`config.mk`:
```
export PLATFORM = sky130hd
export DESIGN_NAME = cobs_axis_decoder
export DESIGN_NICKNAME = d
export VERILOG_FILES = /design/src/rtl/cobs_axis_decoder.sv
export SDC_FILE = /design/constraint.sdc
export NUM_CORES = 1
export LEC_CHECK = 0
export BUFFER_PORTS_ARGS = -buffer_cell sky130_fd_sc_hd__buf_2
export CAP_MARGIN = 20
export CORE_MARGIN = 4
export CORE_UTILIZATION = 55
export CTS_CLUSTER_DIAMETER = 60
export DETAILED_ROUTE_END_ITERATION = 8
export MAX_ROUTING_LAYER = met4
export PLACE_DENSITY = 0.74
export RECOVER_POWER = 50
export SLEW_MARGIN = 20
export SYNTH_ARGS = -nofsm -noshare
export SYNTH_HDL_FRONTEND = slang
export SYNTH_SLANG_ARGS = --single-unit
```
`constraint.sdc`:
```
create_clock -name clk -period 2.3 [get_ports clk]
set_clock_uncertainty 0.2 [all_clocks]
set_input_delay 0.23 -clock clk [delete_from_list [all_inputs] [get_ports clk]]
set_output_delay 0.23 -clock clk [all_outputs]
set_load 0.01 [all_outputs]
```
`src/rtl/cobs_axis_decoder.sv`:
```
// COBS stream decoder, AXI-Stream in/out, one-byte hold stage so tlast can mark the final payload byte.
// Define COBS_DECODER_ERR_COUNT_EN to add the saturating err_count output.
module cobs_axis_decoder #(
  parameter int unsigned ERR_CNT_WIDTH = 16
) (
  input  logic       clk,
  input  logic       rst,
  input  logic [7:0] s_axis_tdata,
  input  logic       s_axis_tvalid,
  output logic       s_axis_tready,
  output logic [7:0] m_axis_tdata,
  output logic       m_axis_tvalid,
  input  logic       m_axis_tready,
  output logic       m_axis_tlast,
  output logic       m_axis_tuser
`ifdef COBS_DECODER_ERR_COUNT_EN
  ,
  output logic [ERR_CNT_WIDTH-1:0] err_count
`endif
);

  typedef enum logic [1:0] {HUNT, CODE, DATA} state_t;

  state_t     state_q, state_d;
  logic [7:0] code_q, code_d;
  logic [7:0] remaining_q, remaining_d;
  logic       zero_pending_q, zero_pending_d;
  logic       hold_valid_q, hold_valid_d;
  logic [7:0] hold_data_q, hold_data_d;
  logic       err_flag_q, err_flag_d;
  logic [7:0] tdata_q, tdata_d;
  logic       tvalid_q, tvalid_d;
  logic       tlast_q, tlast_d;
  logic       tuser_q, tuser_d;

  logic       ready;
  logic       accept;
  logic       emit;
  logic [7:0] emit_data;
  logic       frame_end;
  logic       err_now;

  assign ready         = !tvalid_q || m_axis_tready;
  assign accept        = s_axis_tvalid && ready;
  assign s_axis_tready = ready;
  assign m_axis_tdata  = tdata_q;
  assign m_axis_tvalid = tvalid_q;
  assign m_axis_tlast  = tlast_q;
  assign m_axis_tuser  = tuser_q;

  always_comb begin
    state_d        = state_q;
    code_d         = code_q;
    remaining_d    = remaining_q;
    zero_pending_d = zero_pending_q;
    hold_valid_d   = hold_valid_q;
    hold_data_d    = hold_data_q;
    err_flag_d     = err_flag_q;
    tdata_d        = tdata_q;
    tvalid_d       = tvalid_q && !m_axis_tready;
    tlast_d        = tlast_q;
    tuser_d        = tuser_q;
    emit           = 1'b0;
    emit_data      = '0;
    frame_end      = 1'b0;

    if (accept) begin
      unique case (state_q)
        HUNT: begin
          if (s_axis_tdata == 8'h00) state_d = CODE;
        end
        CODE: begin
          if (s_axis_tdata == 8'h00) begin
            frame_end = 1'b1;
          end else begin
            emit        = zero_pending_q;
            emit_data   = 8'h00;
            code_d      = s_axis_tdata;
            remaining_d = s_axis_tdata - 8'd1;
            if (s_axis_tdata == 8'h01) begin
              zero_pending_d = 1'b1;
            end else begin
              zero_pending_d = 1'b0;
              state_d        = DATA;
            end
          end
        end
        DATA: begin
          if (s_axis_tdata == 8'h00) begin
            err_flag_d = 1'b1;
            frame_end  = 1'b1;
            state_d    = CODE;
          end else begin
            emit        = 1'b1;
            emit_data   = s_axis_tdata;
            remaining_d = remaining_q - 8'd1;
            if (remaining_q == 8'd1) begin
              zero_pending_d = (code_q != 8'hFF);
              state_d        = CODE;
            end
          end
        end
        default: state_d = HUNT;
      endcase
    end

    err_now = err_flag_d;

    // Emit and frame_end are mutually exclusive, so at most one output load per accepted byte.
    if (emit) begin
      if (hold_valid_q) begin
        tdata_d  = hold_data_q;
        tvalid_d = 1'b1;
        tlast_d  = 1'b0;
        tuser_d  = 1'b0;
      end
      hold_data_d  = emit_data;
      hold_valid_d = 1'b1;
    end

    if (frame_end) begin
      if (hold_valid_q) begin
        tdata_d  = hold_data_q;
        tvalid_d = 1'b1;
        tlast_d  = 1'b1;
        tuser_d  = err_now;
      end
      hold_valid_d   = 1'b0;
      zero_pending_d = 1'b0;
      err_flag_d     = 1'b0;
    end
  end

  always_ff @(posedge clk or posedge rst) begin
    if (rst) begin
      state_q        <= HUNT;
      code_q         <= '0;
      remaining_q    <= '0;
      zero_pending_q <= 1'b0;
      hold_valid_q   <= 1'b0;
      hold_data_q    <= '0;
      err_flag_q     <= 1'b0;
      tdata_q        <= '0;
      tvalid_q       <= 1'b0;
      tlast_q        <= 1'b0;
      tuser_q        <= 1'b0;
    end else begin
      state_q        <= state_d;
      code_q         <= code_d;
      remaining_q    <= remaining_d;
      zero_pending_q <= zero_pending_d;
      hold_valid_q   <= hold_valid_d;
      hold_data_q    <= hold_data_d;
      err_flag_q     <= err_flag_d;
      tdata_q        <= tdata_d;
      tvalid_q       <= tvalid_d;
      tlast_q        <= tlast_d;
      tuser_q        <= tuser_d;
    end
  end

`ifdef COBS_DECODER_ERR_COUNT_EN
  logic [ERR_CNT_WIDTH-1:0] err_count_q;

  // Counted on every errored frame end, including ones that produce no output beat.
  always_ff @(posedge clk or posedge rst) begin
    if (rst) begin
      err_count_q <= '0;
    end else if (frame_end && err_now && (err_count_q != '1)) begin
      err_count_q <= err_count_q + 1'b1;
    end
  end

  assign err_count = err_count_q;
`endif

endmodule

```
Word level (Yosys, flattened, before mapping)
Cells that the tools add are included. W data, S select, Z words.

Register bits after elaboration: 40. Memories kept: 0. Memory bits (read-only): 0. Latch bits: 0. Output and inout port bits: 12. Word-level logic and storage cells: 91. Bits in writable memories: 0. Input port bits: 12.

Shift operators: 0. Divide/modulo/power cells: 0. $add $sub $neg: 2. $mul: 0. Muxes and demuxes: 48. Eq/ne operators: 13. Reduce and logical (&&, ||, !) cells: 16. Bitwise gates (word level): 1. Order comparisons: 0.

Operators with widths (number): $mux W8 (9); $mux W1 (30); $eq A8 B1 Y1 const B (2); $pmux W8 S2 (1); $sub A8 B1 Y8 const B (2); $ne A3 B3 Y1 const B (4); $mux W2 (5); $reduce_and A5 Y1 (2); $logic_not A8 Y1 (1); $ne A2 B2 Y1 const B (4); $ne A8 B8 Y1 const B (1); $pmux W2 S3 (1); $reduce_bool A2 Y1 (3); $pmux W1 S2 (2); $reduce_and A4 Y1 (1); $reduce_and A3 Y1 (1); $reduce_bool A3 Y1 (1); $eq A2 B1 Y1 const B (1); $eq A2 B2 Y1 const B (1); $logic_and A1 B1 Y1 (2); $logic_not A1 Y1 (2); $logic_not A2 Y1 (1); $reduce_or A2 Y1 (1); $logic_or A1 B1 Y1 (1); $not A1 Y1 (1).

Depth between registers and ports, before layout
Gate-level depths: netlist of the first run.

Depth in word-level cells: 7. Depth in mapped cells: 8. Gate-level depth less buffers: 6.

Worst setup path before layout of the first run
OpenSTA, ideal clock, no wires.

Kind: input -> register. Start: input port s_axis_tdata[1]. End: register (tool-made name). Required time: 1975 ps. Stages on the path: 8. Buffers on the path: 2. Library setup time: 125 ps. Path slack: 150 ps. Data arrival time: 1825 ps. Cell sequence: inv_1 > ha_1 > or3b_1 > clkbuf_1 > nor2_4 > o2111a_1 > buf_6 > mux2_4.

RTL lines: start, declared (RTL line 8) `input logic [7:0] s_axis_tdata,`.

Worst setup path after layout of the first run
Start: register state_q[0]. End: register state_q[1].

Cells in the longest elaborated chain, start to end: 3. Elaborated cells on any way between the ends: 9. Those cells by class: eq/ne (6); mux (1); reduce/logical (2).

Ends and longest elaborated chain: start, declared (RTL line 24) `state_t state_q, state_d;`; start signal, assigned (RTL line 148) `state_q <= state_d;`; $eq A2 B2 Y1 (tied with other cells) (RTL line 68) `unique case (state_q)`; $ne A3 B3 Y1 (no line) or $ne A2 B2 Y1 (tied branches); $reduce_and A5 Y1 (no line).

Several ways; a longest one is shown, not always the timed one. A chain may end at the register's enable or synchronous reset.

==> run summary, run 1 <==
status -> complete, no violations
FF-to-FF path depth -> 7
Leakage -> 1.19 nW
Net Sw Frac -> 0.378
most common cell after layout, fill and taps aside -> dfrtp_1
via count -> 1734
Placer Congestion -> 0.888
Global Route Usage Sum -> 0.213
Final ANT Viol Nets -> 0
Crit Path Max Fanout -> 7
post-CTS setup buffers -> 0
met3 Use GR -> 0.0440
IO buf count -> 23
initial antenna violation count -> 0
Critical path destination -> state_q[1]
Critical Path Start Type -> flop
setup violators final -> 0
WL per Instance -> 15.9 um
Hold Vio Cnt, Final -> 0
H-tree levels -> 2
Max Clock Freq -> 486 MHz
sequential share of power -> 0.399
cell taking the most area after synthesis -> dfrtp_1
1st-pass router iterations -> 4
Worst Tran Pin Value -> 0.942 ns
Hold WC Path Type -> primary input to flop
Clk pwr share -> 0.160
total power draw -> 2.99 mW
Post-Syn Area -> 0.00219 mm^2
Data arrival, critical path -> 2.02 ns
Rows -> 22
P_int -> 1.86 mW
Async S/R FF share, synth -> 1.00
first-pass GRT wire length -> 8250 um
utilization after layout -> 0.672
CORE AREA -> 0.00374 mm^2
I/O Pins -> 24
Worst path slowest cell -> dfrtp_1
dominant synthesized flop cell -> dfrtp_1
Critical Path End Type -> flop
power density cells -> 1190 mW/mm^2
Crit Path Class -> flop to flop
Clock Sink Count -> 40
combinational power share -> 0.441
Worst R2R Setup Slack -> 0.24 ns
largest net degree at the start of global routing -> 41
met1 GRT Util -> 0.268
setup TNS -> 0 ns
top post-synthesis cells by area -> dfrtp_1 (46%), mux2_2 (5.7%), mux2_4 (5.5%)
Syn Nets -> 226
root buf cell -> clkbuf_8
TritonCTS clock tree -> built
number of synthesized flops with an enable pin -> 0
Final Cycle Share -> 0.894
Worst path max stage delay -> 0.41 ns
post-DP HPWL -> 3530 um
VDD IR max -> 0.000793 V
worst flop-to-flop path startpoint -> state_q[0]
# DRC -> 0
area grow syn2layout -> 15.0%
share of cells above drive strength 1 -> 0.276
die width -> 71.1 um
Synth Instances -> 207
RSZ-0062 raised after global routing -> false
slew margin rel. -> 0.372
Top Usage Layer GRT -> met2
routed wire length -> 4640 um
flop and latch count out of synthesis -> 40
critical path launch point -> state_q[0]
dpl cell area -> 0.00242 mm^2
initial core utilization -> 0.585
worst reg2reg endpoint -> state_q[1]
Fill cells -> 317
register area share after synthesis -> 0.457
antenna fix cells -> 0
Synthesis Warnings -> 0
Synth cell types -> 50
worst-path cell chain -> inv_1 -> ha_1 -> buf_4 -> clkinv_1 -> a41oi_1 -> or4_1 -> nand3_1
clock-pin slew on the worst setup and hold paths -> 0.07 ns
via count of the first global-routing pass -> 1743
Syn Area/Cell -> 10.6 um^2
DIE HEIGHT -> 71.1 um
most frequent cells in the layout -> dfrtp_1 (40), buf_2 (17), o21ai_0 (15)
Design Area, Final -> 0.00252 mm^2
clock tree buffer depth -> 2
total die area -> 0.00505 mm^2
Psw -> 1.13 mW
Via density -> 5.96
Final #Nets -> 261
Max Slew Vio Count -> 0
max cap viols -> 0
CTS Buf Count -> 5
Final min period -> 2.06 ns
Synth top area share -> 0.457
met2 Use GR -> 0.330
WP data required -> 2.27 ns
Worst-Skew Late Latency -> 0.29 ns
global route total overflow -> 0
initial DRC count -> 120
## worst max-delay path, delay by kind of cell, from the launching register on
kind	cells	cell delay (ns)
adders and majority gates	1	0.30
DFF	1	0.41
buffers and inverters	3	0.38
AOI/OAI and AO/OA	1	0.37
and+or+nand+nor	2	0.27
## cell families (layout without fill, tap and decap cells)
logic type      count (synthesis)  count (layout)  synth area share
simple gates                   59              59             0.151
flops                          40              40             0.457
fa+ha+maj                       7               7            0.0400
buf+inv                        25              61            0.0543
mux                            20              20             0.116
compound gates                 54              54             0.173
xor+xnor                        2               2           0.00800
## cell usage after synthesis (all sizes together) (4+ instances only)
master,count
a21oi,9
nand4,5
nand3,11
nor3,6
and3,4
inv,13
nor2,10
nand2,7
dfrtp,40
or4,6
clkbuf,7
o21ai,16
o31ai,4
ha,7
buf,4
mux2,19
## per-stage QoR
stage / worst slack [ns] / hold WS [ns] / instances
after CTS: 0.143 / 0.00691 / 291
after detailed placement: 0.117 / 0.172 / 282
after global routing: 0.0652 / 0.0222 / 291
final: 0.243 / 0.0195 / 291
after global placement: 0.138 / 0.165 / 282
after floorplan: 0.150 / 0.170 / 207
## metal layers
layer  up-vias  part of all wire
met1       821              0.44
met3         9             0.057
met4         0             0.023
met2        56              0.49
met5         -                 0
li1        848                 -
## power groups by stage
stage                     Combinational [mW]  Sequential [mW]  Clock [mW]
after global routing                    1.47             1.24       0.537
final                                   1.32             1.20       0.479
after CTS                               1.33             1.20       0.498
after floorplan                        0.958             1.18           0
after global placement                  1.27             1.19           0
after detailed placement                1.33             1.21           0
## worst min path at each step
| stage | from | end | slack [ns] | cells past startpoint |
|---|---|---|---|---|
| 2_1_floorplan | s_axis_tdata[2] | hold_data_q[2] | 0.17 | 2 |
| 3_3_place_gp | rst | async pin | 0.17 | 3 |
| 3_5_place_dp | rst | async pin | 0.17 | 3 |
| 4_1_cts | s_axis_tdata[1] | code_q[1] | 0.007 | 2 |
| 5_1_grt | s_axis_tdata[1] | code_q[1] | 0.02 | 2 |
| 6_report | s_axis_tdata[1] | code_q[1] | 0.02 | 2 |
## layout make-up
cell class                 instances  area, um^2  area share
timing repair buffer              39         240      0.0954
tap                               48        60.1      0.0239
multi-input combinational        142        1070       0.425
sequential                        40        1000       0.398
clock inverter                     2        10.0     0.00398
inverter                          14        52.6      0.0209
clock buffer                       6        82.6      0.0328
## repair_timing
action,in CTS,in global routing
endpoints found under the setup margin,0,1
hold endpoints to repair,40,0
gates resized for setup,0,1
hold buffers,1,0
Note: power is estimated with default switching activity, not from simulation.
==> inputs of run 2 (changes only) <==
clock period = 2.12 ns   (was 2.3 ns; I/O delays follow)
==> run 2 against run 1 <==
  * Count of clock-buffer cells in the layout is the same
  * Wire length increased by 6.1%
  * Largest cell class unchanged
  * Design area is 3.6% higher
  * First-iteration DRC count up 1.7%
  * Flip-flop and latch count unchanged
==> run summary, run 2 (synthesized netlist as in run 1, its figures left out) <==
Worst path max stage delay -> 0.38 ns (-0.03 ns)
WL per Instance -> 16.5 um (+3.6%)
global route total overflow -> 0 (unchanged)
initial antenna violation count -> 0 (unchanged)
Crit Path Class -> flop to flop
routed wire length -> 4920 um (+6.1%)
status -> complete, no violations
power density cells -> 1320 mW/mm^2 (+11%)
via count of the first global-routing pass -> 1906 (+9.4%)
Worst Tran Pin Value -> 0.972 ns (+0.0301 ns)
Max Slew Vio Count -> 0 (unchanged)
Worst path slowest cell -> dfrtp_1
Global Route Usage Sum -> 0.229 (+0.0163)
Critical Path Start Type -> flop
H-tree levels -> 2 (unchanged)
1st-pass router iterations -> 4 (unchanged)
TritonCTS clock tree -> built
Leakage -> 1.23 nW (+3.6%)
clock-pin slew on the worst setup and hold paths -> 0.07 ns (about the same)
largest net degree at the start of global routing -> 41 (unchanged)
flip-flop and latch area -> 0.00100 mm^2 (unchanged)
# DRC -> 0 (unchanged)
Max Clock Freq -> 495 MHz (+1.8%)
WP data required -> 2.10 ns (-0.17 ns)
CP bufs+invs -> 2 (-1)
Crit Path Max Fanout -> 10 (+3)
worst-path cell chain -> nor2b_1 -> inv_1 -> and2_1 -> o2111a_1 -> buf_12 -> mux2_4
max cap viols -> 0 (unchanged)
worst setup margin -> 0.0984 ns (-0.145 ns)
Hold WC Path Type -> primary input to flop
Data arrival, critical path -> 2.00 ns (-0.02 ns)
area of the multi-input gates -> 0.00109 mm^2 (+1.9%)
Final min period -> 2.02 ns (-0.0354 ns)
most common cell after layout, fill and taps aside -> dfrtp_1
Rows -> 22 (unchanged)
I/O Pins -> 24 (unchanged)
Final Cycle Share -> 0.954 (+0.0592)
RSZ-0062 raised after global routing -> false
first-pass GRT wire length -> 8950 um (+8.5%)
Critical Path End Type -> flop
root buf cell -> clkbuf_8
setup TNS -> 0 ns (unchanged)
die width -> 71.1 um (unchanged)
via count -> 1799 (+3.7%)
Final ANT Viol Nets -> 0 (unchanged)
Worst-Skew Late Latency -> 0.30 ns (about the same)
Via density -> 6.04 (+1.3%)
Clock Sink Count -> 40 (unchanged)
most frequent cells in the layout -> dfrtp_1 (40), buf_4 (19), buf_2 (18)
total die area -> 0.00505 mm^2 (unchanged)
CORE AREA -> 0.00374 mm^2 (unchanged)
Hold Vio Cnt, Final -> 0 (unchanged)
IO buf count -> 23 (unchanged)
CP top delay family -> simple AND/OR/NAND/NOR gates
initial core utilization -> 0.585 (unchanged)
dpl ws -> -0.109 ns (-0.226 ns)
antenna fix cells -> 0 (unchanged)
area grow syn2layout -> 19.1%
Placer Congestion -> 0.899 (+1.2%)
post-DP HPWL -> 3680 um (+4.2%)
DIE HEIGHT -> 71.1 um (unchanged)
initial DRC count -> 122 (+1.7%)
Fill cells -> 293 (-7.6%)
Final #Nets -> 268 (+2.7%)
clock tree buffer depth -> 2 (unchanged)
slew margin rel. -> 0.352 (-0.0201)
VDD IR max -> 0.000761 V (-4.1%)
setup violators final -> 0 (unchanged)
share of cells above drive strength 1 -> 0.300 (+0.0243)
CTS Buf Count -> 5 (unchanged)
run 2: where the power goes:
| group | switching, mW | total [mW] | internal (mW) |
|---|---|---|---|
| Clock | 0.263 | 0.612 | 0.349 |
| Combinational | 0.796 | 1.53 | 0.734 |
| Sequential | 0.224 | 1.31 | 1.08 |
| Total | 1.28 | 3.45 | 2.17 |
run 2: final timing paths:
path	endpoint	slack, ns	from	depth (start not counted)
max in group asynchronous	code_q[1]	0.56	rst	4
hold / removal	hold_data_q[3]	0.02	s_axis_tdata[3]	3
setup reg to reg	flop	0.1	m_axis_tvalid	6
min in group asynchronous	remaining_q[5]	0.55	rst	4
hold reg to reg	flop	0.31	hold_data_q[1]	1
setup / recovery	flop	0.1	m_axis_tvalid	6
run 2: per-stage QoR:
stage                      util  cell area, um^2  instances  total power [mW]  hold WS, ns
after floorplan               -             2190        207              2.32        0.152
after global placement    0.659             2470        288              2.71        0.152
after detailed placement  0.659             2470        288              2.81        0.164
after CTS                 0.694             2600        298              3.43       0.0125
after global routing      0.697             2610        298              3.73       0.0383
final                     0.697             2610        298              3.45       0.0231
run 2: area by class of cell:
cell class              instances  area share
flip-flops and latches         40       0.384
inverters                      14      0.0201
clock buffers                   6      0.0278
well taps                      48      0.0230
clock inverters                 2      0.0134
multi-input cells             142       0.418
repair buffers                 46       0.114
run 2: repair_timing:
item,CTS,global route
setup endpoints to repair,2,11
hold buffers,2,0
setup buffers,0,0
hold endpoints to repair,41,0
gates resized for setup,1,3
run 2: tightest hold or removal path: cells and delay by family:
| family | cells | cell delay (ns) |
|---|---|---|
| buf+inv | 2 | 0.20 |
| compound gates | 1 | 0.06 |
run 2: routing by layer:
layer  vias to the layer above  track usage  wire, um
met5                         -            -         0
met4                         0       0.0898        94
met3                         8       0.0455       234
met2                        56        0.364      2470
met1                       880        0.289      2120
li1                        855            -         -
==> inputs of run 3 (changes only) <==
--- a/config.mk
+++ b/config.mk
@@ -6,4 +6,5 @@
 export NUM_CORES = 1
 export LEC_CHECK = 0
+export ABC_CLOCK_PERIOD_IN_PS = 2120
 export BUFFER_PORTS_ARGS = -buffer_cell sky130_fd_sc_hd__buf_2
 export CAP_MARGIN = 20
@@ -12,4 +13,5 @@
 export CTS_CLUSTER_DIAMETER = 60
 export DETAILED_ROUTE_END_ITERATION = 8
+export GPL_TIMING_DRIVEN = 0
 export MAX_ROUTING_LAYER = met4
 export PLACE_DENSITY = 0.74
==> constraint.sdc (replaced) <==
create_clock -name clk -period 2.12 [get_ports clk]
set_clock_uncertainty 0.2 [all_clocks]
set_input_delay 0.424 -clock clk [delete_from_list [all_inputs] [get_ports clk]]
set_output_delay 0.424 -clock clk [all_outputs]
set_load 0.01 [all_outputs]
==> run 3 against run 2 <==
  * Flip-flop and latch count is the same
  * First-iteration DRC count is 19% higher
  * Final cell count decreased by 2.3%
  * Clock power increased by 0.8%
  * Count of clock-buffer cells in the layout fell by 1
  * Critical path type is now primary input to flop
  * Highest routed layer unchanged
==> run summary, run 3 (synthesized netlist as in run 1, its figures left out) <==
status -> complete, no violations
dpl cell area -> 0.00241 mm^2 (-2.3%)
dpl ws -> -0.336 ns (-0.227 ns)
final hold slack -> 0.193 ns (+0.170 ns)
Leakage -> 1.21 nW (-1.7%)
CTS Buf Count -> 5 (unchanged)
most common cell after layout, fill and taps aside -> dfrtp_1
Hold Vio Cnt, Final -> 0 (unchanged)
global route total overflow -> 0 (unchanged)
largest net degree at the start of global routing -> 25 (-39%)
area grow syn2layout -> 20.6%
initial core utilization -> 0.585 (unchanged)
setup TNS -> 0 ns (unchanged)
Placer Congestion -> 0.920 (+2.3%)
DIE HEIGHT -> 71.1 um (unchanged)
Max Slew Vio Count -> 0 (unchanged)
Worst-Skew Late Latency -> 0.29 ns (about the same)
clock tree buffer depth -> 2 (unchanged)
via count -> 1771 (-1.6%)
initial DRC count -> 145 (+19%)
Design Area, Final -> 0.00264 mm^2 (+1.2%)
CORE AREA -> 0.00374 mm^2 (unchanged)
Final ANT Viol Nets -> 0 (unchanged)
root buf cell -> clkbuf_8
power density cells -> 1310 mW/mm^2 (-0.96%)
Via density -> 6.09 (+0.81%)
utilization after layout -> 0.705 (+0.00836)
Global Route Usage Sum -> 0.217 (-0.0119)
Max Clock Freq -> 477 MHz (-3.5%)
Worst path slowest cell -> nor4_1
met3 Use GR -> 0.0426 (-0.00284)
Data arrival, critical path -> 2.07 ns (+0.07 ns)
VDD IR max -> 0.000870 V (+14%)
CP top delay family -> simple AND/OR/NAND/NOR gates
WP data required -> 2.09 ns (about the same)
post-DP HPWL -> 3630 um (-1.4%)
IO buf count -> 21 (-8.7%)
Rows -> 22 (unchanged)
Top Usage Layer GRT -> met2
worst setup margin -> 0.0256 ns (-0.0729 ns)
H-tree levels -> 2 (unchanged)
Worst Tran Pin Value -> 0.726 ns (-0.246 ns)
Final Instance Count excl. Fillers -> 291 (-2.3%)
TritonCTS clock tree -> built
Fill cells -> 280 (-4.4%)
slew margin rel. -> 0.516 (+0.163)
max cap viols -> 0 (unchanged)
initial antenna violation count -> 0 (unchanged)
Clock Sink Count -> 40 (unchanged)
total power draw -> 3.46 mW (+0.23%)
first-pass GRT wire length -> 8450 um (-5.6%)
die width -> 71.1 um (unchanged)
worst-path cell chain -> clkbuf_2 -> nor4_1 -> nand3_1 -> nand3_2 -> mux2_2
met1 GRT Util -> 0.265 (-0.0237)
Critical Path Start Type -> primary input
Critical Path End Type -> flop
I/O Pins -> 24 (unchanged)
clock-pin slew on the worst setup and hold paths -> 0.07 ns (about the same)
Crit Path Class -> primary input to flop
Worst path max stage delay -> 0.57 ns (+0.19 ns)
Hold WC Path Type -> primary input to flop
CP bufs+invs -> 1 (-1)
Final Cycle Share -> 0.988 (+0.0344)
met2 Use GR -> 0.364 (unchanged)
via count of the first global-routing pass -> 1799 (-5.6%)
Final #Nets -> 261 (-2.6%)
share of cells above drive strength 1 -> 0.317 (+0.0169)
routed wire length -> 5060 um (+2.8%)
WL per Instance -> 17.4 um (+5.3%)
Final min period -> 2.09 ns (+0.0729 ns)
most frequent cells in the layout -> dfrtp_1 (40), buf_2 (16), o21ai_0 (15)
1st-pass router iterations -> 4 (unchanged)
# DRC -> 0 (unchanged)
setup violators final -> 0 (unchanged)
antenna fix cells -> 0 (unchanged)
dpl cells -> 277 (-3.8%)
total die area -> 0.00505 mm^2 (unchanged)
Crit Path Max Fanout -> 9 (-1)
run 3: cell types whose count changed in the layout (fill, tap and decap cells not counted), sizes merged:
cell,delta
buf,-8
clkbuf,+1
clkinvlp,+1
dlygate4sd3,-1
run 3: report_power, final:
part           internal, mW  switching (mW)  total (mW)
Combinational         0.709           0.827        1.54
Sequential             1.08           0.223        1.30
Clock                 0.348           0.268       0.617
Total                  2.14            1.32        3.46
run 3: path summary, 6_finish.rpt:
path                       slack, ns  cells after the start              to       startpoint
setup / recovery                0.03                      5       code_q[5]  s_axis_tdata[5]
hold / removal                  0.19                      2       code_q[1]  s_axis_tdata[1]
setup reg to reg                0.08                      6  hold_data_q[3]       state_q[1]
hold reg to reg                 0.31                      2            flop             flop
max in group asynchronous       0.56                      4      state_q[0]              rst
min in group asynchronous       0.59                      3  hold_data_q[4]              rst
run 3: timing repair:
action | 4_1_cts | 5_1_grt
gates cloned | 1 | 0
setup endpoints to repair | 26 | 18
gates resized for setup | 9 | 15
endpoints found under the hold margin | 16 | 0
hold buffers | 1 | 0
pin swaps | 0 | 3
buffers inserted | 2 | 4
run 3: layout make-up:
class	instances	area, um^2	area share
Buffer	9	75.1	0.0284
Clock buffer	5	68.8	0.0261
Clock inverter	3	42.5	0.0161
Inverter	14	58.8	0.0223
Multi-Input combinational cell	142	1130	0.427
Sequential cell	40	1000	0.379
Tap cell	48	60.1	0.0227
Timing Repair Buffer	30	205	0.0777
run 3: worst register-to-register path: stages, from the launching register on:
cell	delay (ns)
dfrtp_1	0.45
inv_1	0.12
ha_1	0.38
nand4_1	0.22
buf_2	0.24
o21ai_0	0.20
o31ai_1	0.11
run 3: per-layer routing:
layer / wire, um / vias up
li1: - / 845
met1: 2070 / 846
met2: 2580 / 68
met3: 288 / 12
met4: 116 / 0
met5: 0 / -
